$ cat src/rtl/fpadd_norm.sv
// fpadd_norm: post-add normalizer for the binary32 adder datapath.
// Takes the mantissa sum/carry from the 24-bit adder plus the pre-add
// exponent and sign. It left-normalizes one bit per cycle and packs an
// IEEE-754 single-precision word behind valid/ready handshakes.
// Optional build macro FPN_ROUND_EN enables guard/round/sticky tracking
// and a round-to-nearest-even stage. Otherwise the result is truncated.
module fpadd_norm #(
    parameter int EW = 8,
    parameter int MW = 24
) (
    input  logic              clk,
    input  logic              rst,
    input  logic              in_valid,
    output logic              in_ready,
    input  logic [MW-1:0]     sum,
    input  logic              cout,
    input  logic              sub,
    input  logic [EW-1:0]     exp_in,
    input  logic              sign_in,
    input  logic [2:0]        grs,
    output logic              out_valid,
    input  logic              out_ready,
    output logic [EW+MW-1:0]  result,
    output logic              ovf,
    output logic              unf
);

    localparam logic [1:0] ST_IDLE = 2'd0;
    localparam logic [1:0] ST_NORM = 2'd1;
    localparam logic [1:0] ST_DONE = 2'd3;
`ifdef FPN_ROUND_EN
    localparam logic [1:0] ST_RND  = 2'd2;
    localparam logic [1:0] ST_POST = ST_RND;
`else
    localparam logic [1:0] ST_POST = ST_DONE;
`endif

    localparam logic [EW-1:0] EXP_ONE  = EW'(1);
    localparam logic [EW-1:0] EXP_TOP  = {{(EW-1){1'b1}}, 1'b0};
    localparam logic [MW-1:0] MANT_ONE = {1'b1, {(MW-1){1'b0}}};

    logic [1:0]    state;
    logic [MW-1:0] mant;
    logic [EW-1:0] e;
    logic          s;
    logic          ovf_r;
    logic          unf_r;
    logic          carry_case;

    assign carry_case = cout & ~sub;

`ifdef FPN_ROUND_EN
    logic          g;
    logic          r;
    logic          st;
    logic          round_up;
    logic [MW:0]   mant_inc;

    // Round-to-nearest-even decision and the incremented mantissa
    always_comb begin
        round_up = g & (r | st | mant[0]);
        mant_inc = {1'b0, mant} + 1'b1;
    end
`else
    logic unused_grs;
    assign unused_grs = ^grs;
`endif

    // Classification at accept, iterative normalization, optional rounding, output hold
    always_ff @(posedge clk or posedge rst) begin
        if (rst) begin
            state <= ST_IDLE;
            mant  <= '0;
            e     <= '0;
            s     <= 1'b0;
            ovf_r <= 1'b0;
            unf_r <= 1'b0;
`ifdef FPN_ROUND_EN
            g     <= 1'b0;
            r     <= 1'b0;
            st    <= 1'b0;
`endif
        end else begin
            case (state)
                ST_IDLE: begin
                    if (in_valid) begin
                        s     <= sign_in;
                        ovf_r <= 1'b0;
                        unf_r <= 1'b0;
`ifdef FPN_ROUND_EN
                        g     <= grs[2];
                        r     <= grs[1];
                        st    <= grs[0];
`endif
                        if (carry_case) begin
                            mant <= {1'b1, sum[MW-1:1]};
`ifdef FPN_ROUND_EN
                            g    <= sum[0];
                            r    <= grs[2];
                            st   <= |grs[1:0];
`endif
                            if (exp_in == EXP_TOP) begin
                                e     <= '1;
                                mant  <= MANT_ONE;
                                ovf_r <= 1'b1;
                                state <= ST_DONE;
                            end else begin
                                e     <= exp_in + 1'b1;
                                state <= ST_POST;
                            end
                        end else if (sum == '0) begin
                            mant  <= '0;
                            e     <= '0;
                            s     <= 1'b0;
                            state <= ST_DONE;
                        end else if (sum[MW-1]) begin
                            mant  <= sum;
                            e     <= exp_in;
                            state <= ST_POST;
                        end else if (exp_in <= EXP_ONE) begin
                            mant  <= sum;
                            e     <= '0;
                            unf_r <= 1'b1;
                            state <= ST_POST;
                        end else begin
                            mant  <= sum;
                            e     <= exp_in;
                            state <= ST_NORM;
                        end
                    end
                end

                ST_NORM: begin
                    if (mant[MW-1]) begin
                        state <= ST_POST;
                    end else if (e == EXP_ONE) begin
                        // Cannot go below the smallest normal exponent: emit as denormal
                        e     <= '0;
                        unf_r <= 1'b1;
                        state <= ST_POST;
                    end else begin
`ifdef FPN_ROUND_EN
                        mant <= {mant[MW-2:0], g};
                        g    <= r;
                        r    <= 1'b0;
`else
                        mant <= {mant[MW-2:0], 1'b0};
`endif
                        e    <= e - 1'b1;
                    end
                end

`ifdef FPN_ROUND_EN
                ST_RND: begin
                    if (round_up) begin
                        if (mant_inc[MW]) begin
                            // All-ones mantissa carries out: renormalize and bump exponent
                            mant <= MANT_ONE;
                            e    <= e + 1'b1;
                            if (e == EXP_TOP) begin
                                ovf_r <= 1'b1;
                            end
                        end else begin
                            mant <= mant_inc[MW-1:0];
                            // Denormal rounding into the hidden bit becomes the smallest normal
                            if (!mant[MW-1] && mant_inc[MW-1]) begin
                                e     <= EXP_ONE;
                                unf_r <= 1'b0;
                            end
                        end
                    end
                    state <= ST_DONE;
                end
`endif

                ST_DONE: begin
                    if (out_ready) begin
                        ovf_r <= 1'b0;
                        unf_r <= 1'b0;
                        state <= ST_IDLE;
                    end
                end

                default: state <= ST_IDLE;
            endcase
        end
    end

    assign in_ready  = (state == ST_IDLE);
    assign out_valid = (state == ST_DONE);
    assign result    = {s, e, mant[MW-2:0]};
    assign ovf       = ovf_r;
    assign unf       = unf_r;

endmodule

$ cat config.mk
export PLATFORM = sky130hd
export DESIGN_NAME = fpadd_norm
export DESIGN_NICKNAME = d
export VERILOG_FILES = /design/src/rtl/fpadd_norm.sv
export SDC_FILE = /design/constraint.sdc
export NUM_CORES = 1
export LEC_CHECK = 0
export CORE_MARGIN = 2
export CORE_UTILIZATION = 49
export DETAILED_ROUTE_END_ITERATION = 8
export PLACE_DENSITY = 0.9
export SLEW_MARGIN = 20
export SYNTH_ARGS = -nofsm -noshare
export SYNTH_HDL_FRONTEND = slang
export SYNTH_SLANG_ARGS = --single-unit
$ cat constraint.sdc
create_clock -name clk -period 2.2 [get_ports clk]
set_input_delay 0.44 -clock clk [delete_from_list [all_inputs] [get_ports clk]]
set_output_delay 0.44 -clock clk [all_outputs]
set_load 0.01 [all_outputs]
=== Yosys cells after proc, flatten, opt, wreduce, memory -nomap -nowiden ===
Index checks and enable logic that the tools add are counted.
W data, S select, Z words.

* Output and inout bits: 36
* Word-level logic and storage cells: 75
* Bits of input ports: 42
* Register bits: 37

* $lt $le $gt $ge: 1
* Bitwise operators: 2
* Muxes and demuxes: 41
* Add/sub/neg operators: 2
* Reductions and logical operators: 12
* Equality and inequality tests: 10

{| class="wikitable"
|+ Operators with widths
! cell !! count
|-
| $mux W24 || 6
|-
| $mux W8 || 8
|-
| $pmux W24 S2 || 1
|-
| $logic_not A24 Y1 || 1
|-
| $mux W23 || 1
|-
| $mux W2 || 8
|-
| $pmux W8 S2 || 1
|-
| $mux W1 || 13
|-
| $reduce_and A3 Y1 || 3
|-
| $add A8 B1 Y8 const B || 1
|-
| $eq A8 B1 Y1 const B || 1
|-
| $eq A8 B8 Y1 const B || 1
|-
| $le A8 B1 Y1 const B || 1
|-
| $ne A2 B2 Y1 const B || 4
|-
| $sub A8 B1 Y8 const B || 1
|-
| $pmux W2 S3 || 1
|-
| $reduce_and A5 Y1 || 1
|-
| $reduce_and A2 Y1 || 2
|-
| $reduce_and A4 Y1 || 1
|-
| $reduce_bool A2 Y1 || 2
|-
| $ne A3 B3 Y1 const B || 1
|-
| $pmux W1 S3 || 1
|-
| $reduce_bool A3 Y1 || 1
|-
| $eq A2 B1 Y1 const B || 1
|-
| other kinds (6) || 6
|}

=== Longest topological paths before layout ===
Gate-level depths: netlist (run 1).

* Word-level depth: 7
* Gate-level depth with buffers: 9
* Gate-level depth less buffers: 7

=== Least setup slack after synthesis (run 1) ===
No wires, ideal clock.

* Kind: register to register
* Start: register state[1]
* End: register mant[10]
* Arrival: 1,928 ps
* Path slack: 191 ps
* Clock period less this slack: 2,009 ps
* Cell stages (with the launch flop): 10
* Setup time: 82 ps
* Cells stage by stage: dfrtp_1 inv_1 ha_1 clkbuf_1 mux2_2 nand2_1 o21ai_1 clkbuf_1 nor2_1 a31oi_1

* Word-level cells in the longest chain between the ends: 3

{| class="wikitable"
|+ Ends and longest elaborated chain
! item !! line !! source
|-
| start, declared || 42 || <nowiki>logic [1:0] state;</nowiki>
|-
| start signal, assigned || 72 || <nowiki>state <= ST_IDLE;</nowiki>
|-
| start signal, assigned || 106 || <nowiki>state <= ST_DONE;</nowiki>
|-
| start signal, assigned || 109 || <nowiki>state <= ST_POST;</nowiki>
|-
| $eq A2 B1 Y1 / $logic_not A2 Y1 (equally long branches) || 84 || <nowiki>case (state)</nowiki>
|-
| $ne A2 B2 Y1 (no line) / $reduce_bool A2 Y1 (equally long branches) || -- ||
|-
| $reduce_and A4 Y1 (no line) || -- ||
|-
| end signal, assigned || 96 || <nowiki>mant <= {1'b1, sum[MW-1:1]};</nowiki>
|-
| end signal, assigned || 117 || <nowiki>mant <= sum;</nowiki>
|-
| end signal, assigned || 121 || <nowiki>mant <= sum;</nowiki>
|-
| end, declared || 43 || <nowiki>logic [MW-1:0] mant;</nowiki>
|}

Parallel ways exist; a longest one is shown, timed or not.
A chain may end at the register's enable or synchronous reset.

=== Worst setup path in the final report (run 1) ===
* Start: register state[0]
* End: output in_ready

* Word-level cells in the longest chain between the ends: 1

{| class="wikitable"
|+ Ends and longest elaborated chain
! item !! line !! source
|-
| $logic_not A2 Y1 || 189 || <nowiki>assign in_ready = (state == ST_IDLE);</nowiki>
|-
| end, declared || 14 || <nowiki>output logic in_ready,</nowiki>
|}

Every way passes these cells.

==> results of run 1 <==
[metal layers]
metal  up-vias  track usage  share of wire
met4         0       0.0862          0.018
li1       1405            -              -
met2       171        0.426           0.47
met5         -            0              0
met3        19       0.0477          0.084
met1      1361        0.345           0.42
[cells by family after synthesis]
family | count (synthesis)
DFF | 37
AOI/OAI and AO/OA | 100
buffers and inverters | 53
and+or+nand+nor | 148
xor gates and xnor gates | 7
adders and majority gates | 9
muxes | 3
[worst min-delay path, stage by stage, from the launching register on]
cell and delay (ns):
dfrtp_1 0.35, nand2_1 0.05, o21ai_0 0.06
[flip-flops by register name, indices dropped and copies added (netlist names)]
signal  flops
s           1
e           8
ovf         1
unf         1
mant       24
state       2
[final cells by class]
class | count | area [um^2]
clock buffers | 5 | 68.8
clock inverters | 1 | 5.00
fillers | 422 | 1770
inverters | 11 | 41.3
multi-input cells | 267 | 1580
flip-flops and latches | 37 | 927
well taps | 72 | 90.1
repair buffers | 111 | 1030
[cells in the final DEF (no fill, tap or decap), types with 3 or more instances in the layout]
| cell type | count |
|---|---|
| nor3_1 | 3 |
| nand4_1 | 3 |
| nand2_1 | 54 |
| buf_4 | 36 |
| dfrtp_1 | 36 |
| nor2_1 | 29 |
| xor2_1 | 5 |
| o21ai_0 | 10 |
| or2_2 | 3 |
| inv_1 | 10 |
| clkdlybuf4s50_1 | 74 |
| a21o_1 | 22 |
| a22oi_1 | 4 |
| nor4_1 | 9 |
| clkbuf_8 | 5 |
| and3_1 | 3 |
| a31oi_1 | 16 |
| nor2b_1 | 5 |
| a21oi_1 | 30 |
| nand3_1 | 30 |
| ha_1 | 8 |
[metrics by stage]
step / util / total power, uW / hold slack, ns
global placement: 0.664 / 3910 / 0.468
floorplan: - / 3050 / 0.449
CTS: 0.679 / 4480 / 0.499
finish: 0.679 / 4490 / 0.494
global route: 0.679 / 4840 / 0.535
detailed placement: 0.664 / 4000 / 0.482
[synthesized netlist by cell type (all sizes together)]
| library cell | n |
|---|---|
| and4 | 2 |
| a211o | 1 |
| nor2b | 5 |
| o311ai | 2 |
| a32o | 1 |
| and3b | 1 |
| buf | 27 |
| a21oi | 30 |
| nand2 | 54 |
| o22ai | 1 |
| o21ai | 12 |
| ha | 9 |
| or2 | 3 |
| a31oi | 17 |
| mux2i | 1 |
| a311oi | 1 |
| nor4 | 9 |
| inv | 11 |
| a21o | 22 |
| nand2b | 2 |
| mux2 | 2 |
| and3 | 3 |
| nor3 | 5 |
| or3 | 1 |
| a22oi | 4 |
| xnor2 | 2 |
| nor2 | 29 |
| nand3 | 30 |
| a32oi | 2 |
| o211a | 1 |
| dfrtp | 37 |
| a311o | 1 |
| a221o | 2 |
| or4 | 1 |
| clkbuf | 15 |
| nand4 | 3 |
| a22o | 2 |
| xor2 | 5 |
| o211ai | 1 |
[power breakdown]
part           switching (uW)  internal, uW  total [uW]
sequential                285          1020        1310
combinational            1360          1380        2740
clock                     241           209         449
[worst paths after layout]
path | start | end | slack [ns] | cells after the start
max | state[0] | in_ready | 0.06 | 4
min | s | s | 0.49 | 2
max reg2reg | e[4] | mant[15] | 0.12 | 6
min reg2reg | s | s | 0.49 | 2
max in group asynchronous | rst | state[0] | 1.28 | 3
min in group asynchronous | rst | state[1] | 0.56 | 3
[what timing repair did]
item,in CTS,in global routing
endpoints found under the setup margin,8,3
buffers inserted,0,0
hold buffers,0,0
gates cloned,0,0
gates resized for setup,2,2
==> impl_metrics.ini, run 1 <==
[routing]
routed_wl_um = 7800
drc = 0
final_antenna_net_count = 0
drtIter0Drc = 233
wl_per_cell_um = 15.5
first_pass_iters = 5
vias = 2956
viasPerCell = 5.87

[global_routing]
grt_first_pass_wirelength_um = 13000
antenna_found_initial = 0
grt_overflow = 0
grt_max_degree = 38
track_usage = 0.259
grt_pass1_vias = 2760

[setup_path]
critPathTopFamily = buffers and inverters
worstPathArrival_ns = 1.70
path_buf_inv = 3
slowest_delay_ns = 0.53
cp_max_fo = 6
criticalPathCategory = register to output pin
required_ns = 1.76
crit_path_start_kind = register
endpoint_kind = output pin
crit_slowest_cell = clkdlybuf4s50_1
crit_chain = inv_1 > ha_2 > buf_4 > clkdlybuf4s50_1

[final_layout]
finalNetCount = 484
synthToLayoutAreaGrowth_pct = 34.4
diodes = 0
final_cells = 504
finish.instance_area_mm2 = 0.00374
drive_above_1_share = 0.132

[placement]
place_inst = 498
place_ws_ns = -0.0815
port_buffers = 74
dp_hpwl_um = 5710
dpl_cell_area_mm2 = 0.00366
gp_congestion = 0.903

[flow_run]
maxCapViolCount = 0

[clocking]
cts_root_buf = clkbuf_8
cts.sinks = 37
clock_latency_ns = 0.29
clkTransAtPathRegs_ns = 0.07
htree_levels = 2
cts_buffers = 5
tritoncts = done
cts.path.max_buffers = 2

[sta]
timing.clock.skew_ns = 0.00498
maxSlewViolCount = 0
fin_crit_ns = 2.14
setup_violations = 0
rsz0062_at_grt = false
finalCritPeriodShare = 0.972
max_freq_mhz = 468
worst_slack_ns = 0.0610
tightestPinTransition_ns = 0.646
finalHoldViolations = 0
slew_headroom = 0.567
finalSetupTns_ns = 0

[floorplanning]
io_pins = 78
die_h_um = 79.3
die_width_um = 79.3
dieArea_mm2 = 0.00629
core_mm2 = 0.00551
initial_core_util = 0.505
num_rows = 27

[synthesis]
synth_nets = 408
synthSimpleGateAreaFrac = 0.251
ys_top_cells_by_area = dfrtp_1, nand2_1, buf_4
yosys.area_share.xor_xnor = 0.0220
synth.area.mux_share = 0.0117
synth_compound_area_frac = 0.238
ys_seq_area_frac = 0.333
yosysTopAreaCellShare = 0.333
yosys.area.top_type = dfrtp_1
synth_area_per_cell_um2 = 7.79
synthCells = 357
ys_ff_latch = 37
netlist_area_mm2 = 0.00278
synth_cell_types = 44
ys_warn_count = 0
synth-adder-area-share = 0.0405
synth_top_family_by_area = simple AND/OR/NAND/NOR gates

[power_and_ir_drop]
powerDensity_mw_per_mm2 = 1200
irDropWorstVdd_mv = 0.682
power.leakage_uw = 0.00164

[hold_path]
min_path_type = register to register

[status]
status = completed
Note: power is estimated with default switching activity, not from simulation.
==> run 2: changes to the inputs <==
ABC_CLOCK_PERIOD_IN_PS = 2200   (was not set)
==> results of run 2 <==
Final layout, timing and power as in run 1 (identical DEF).
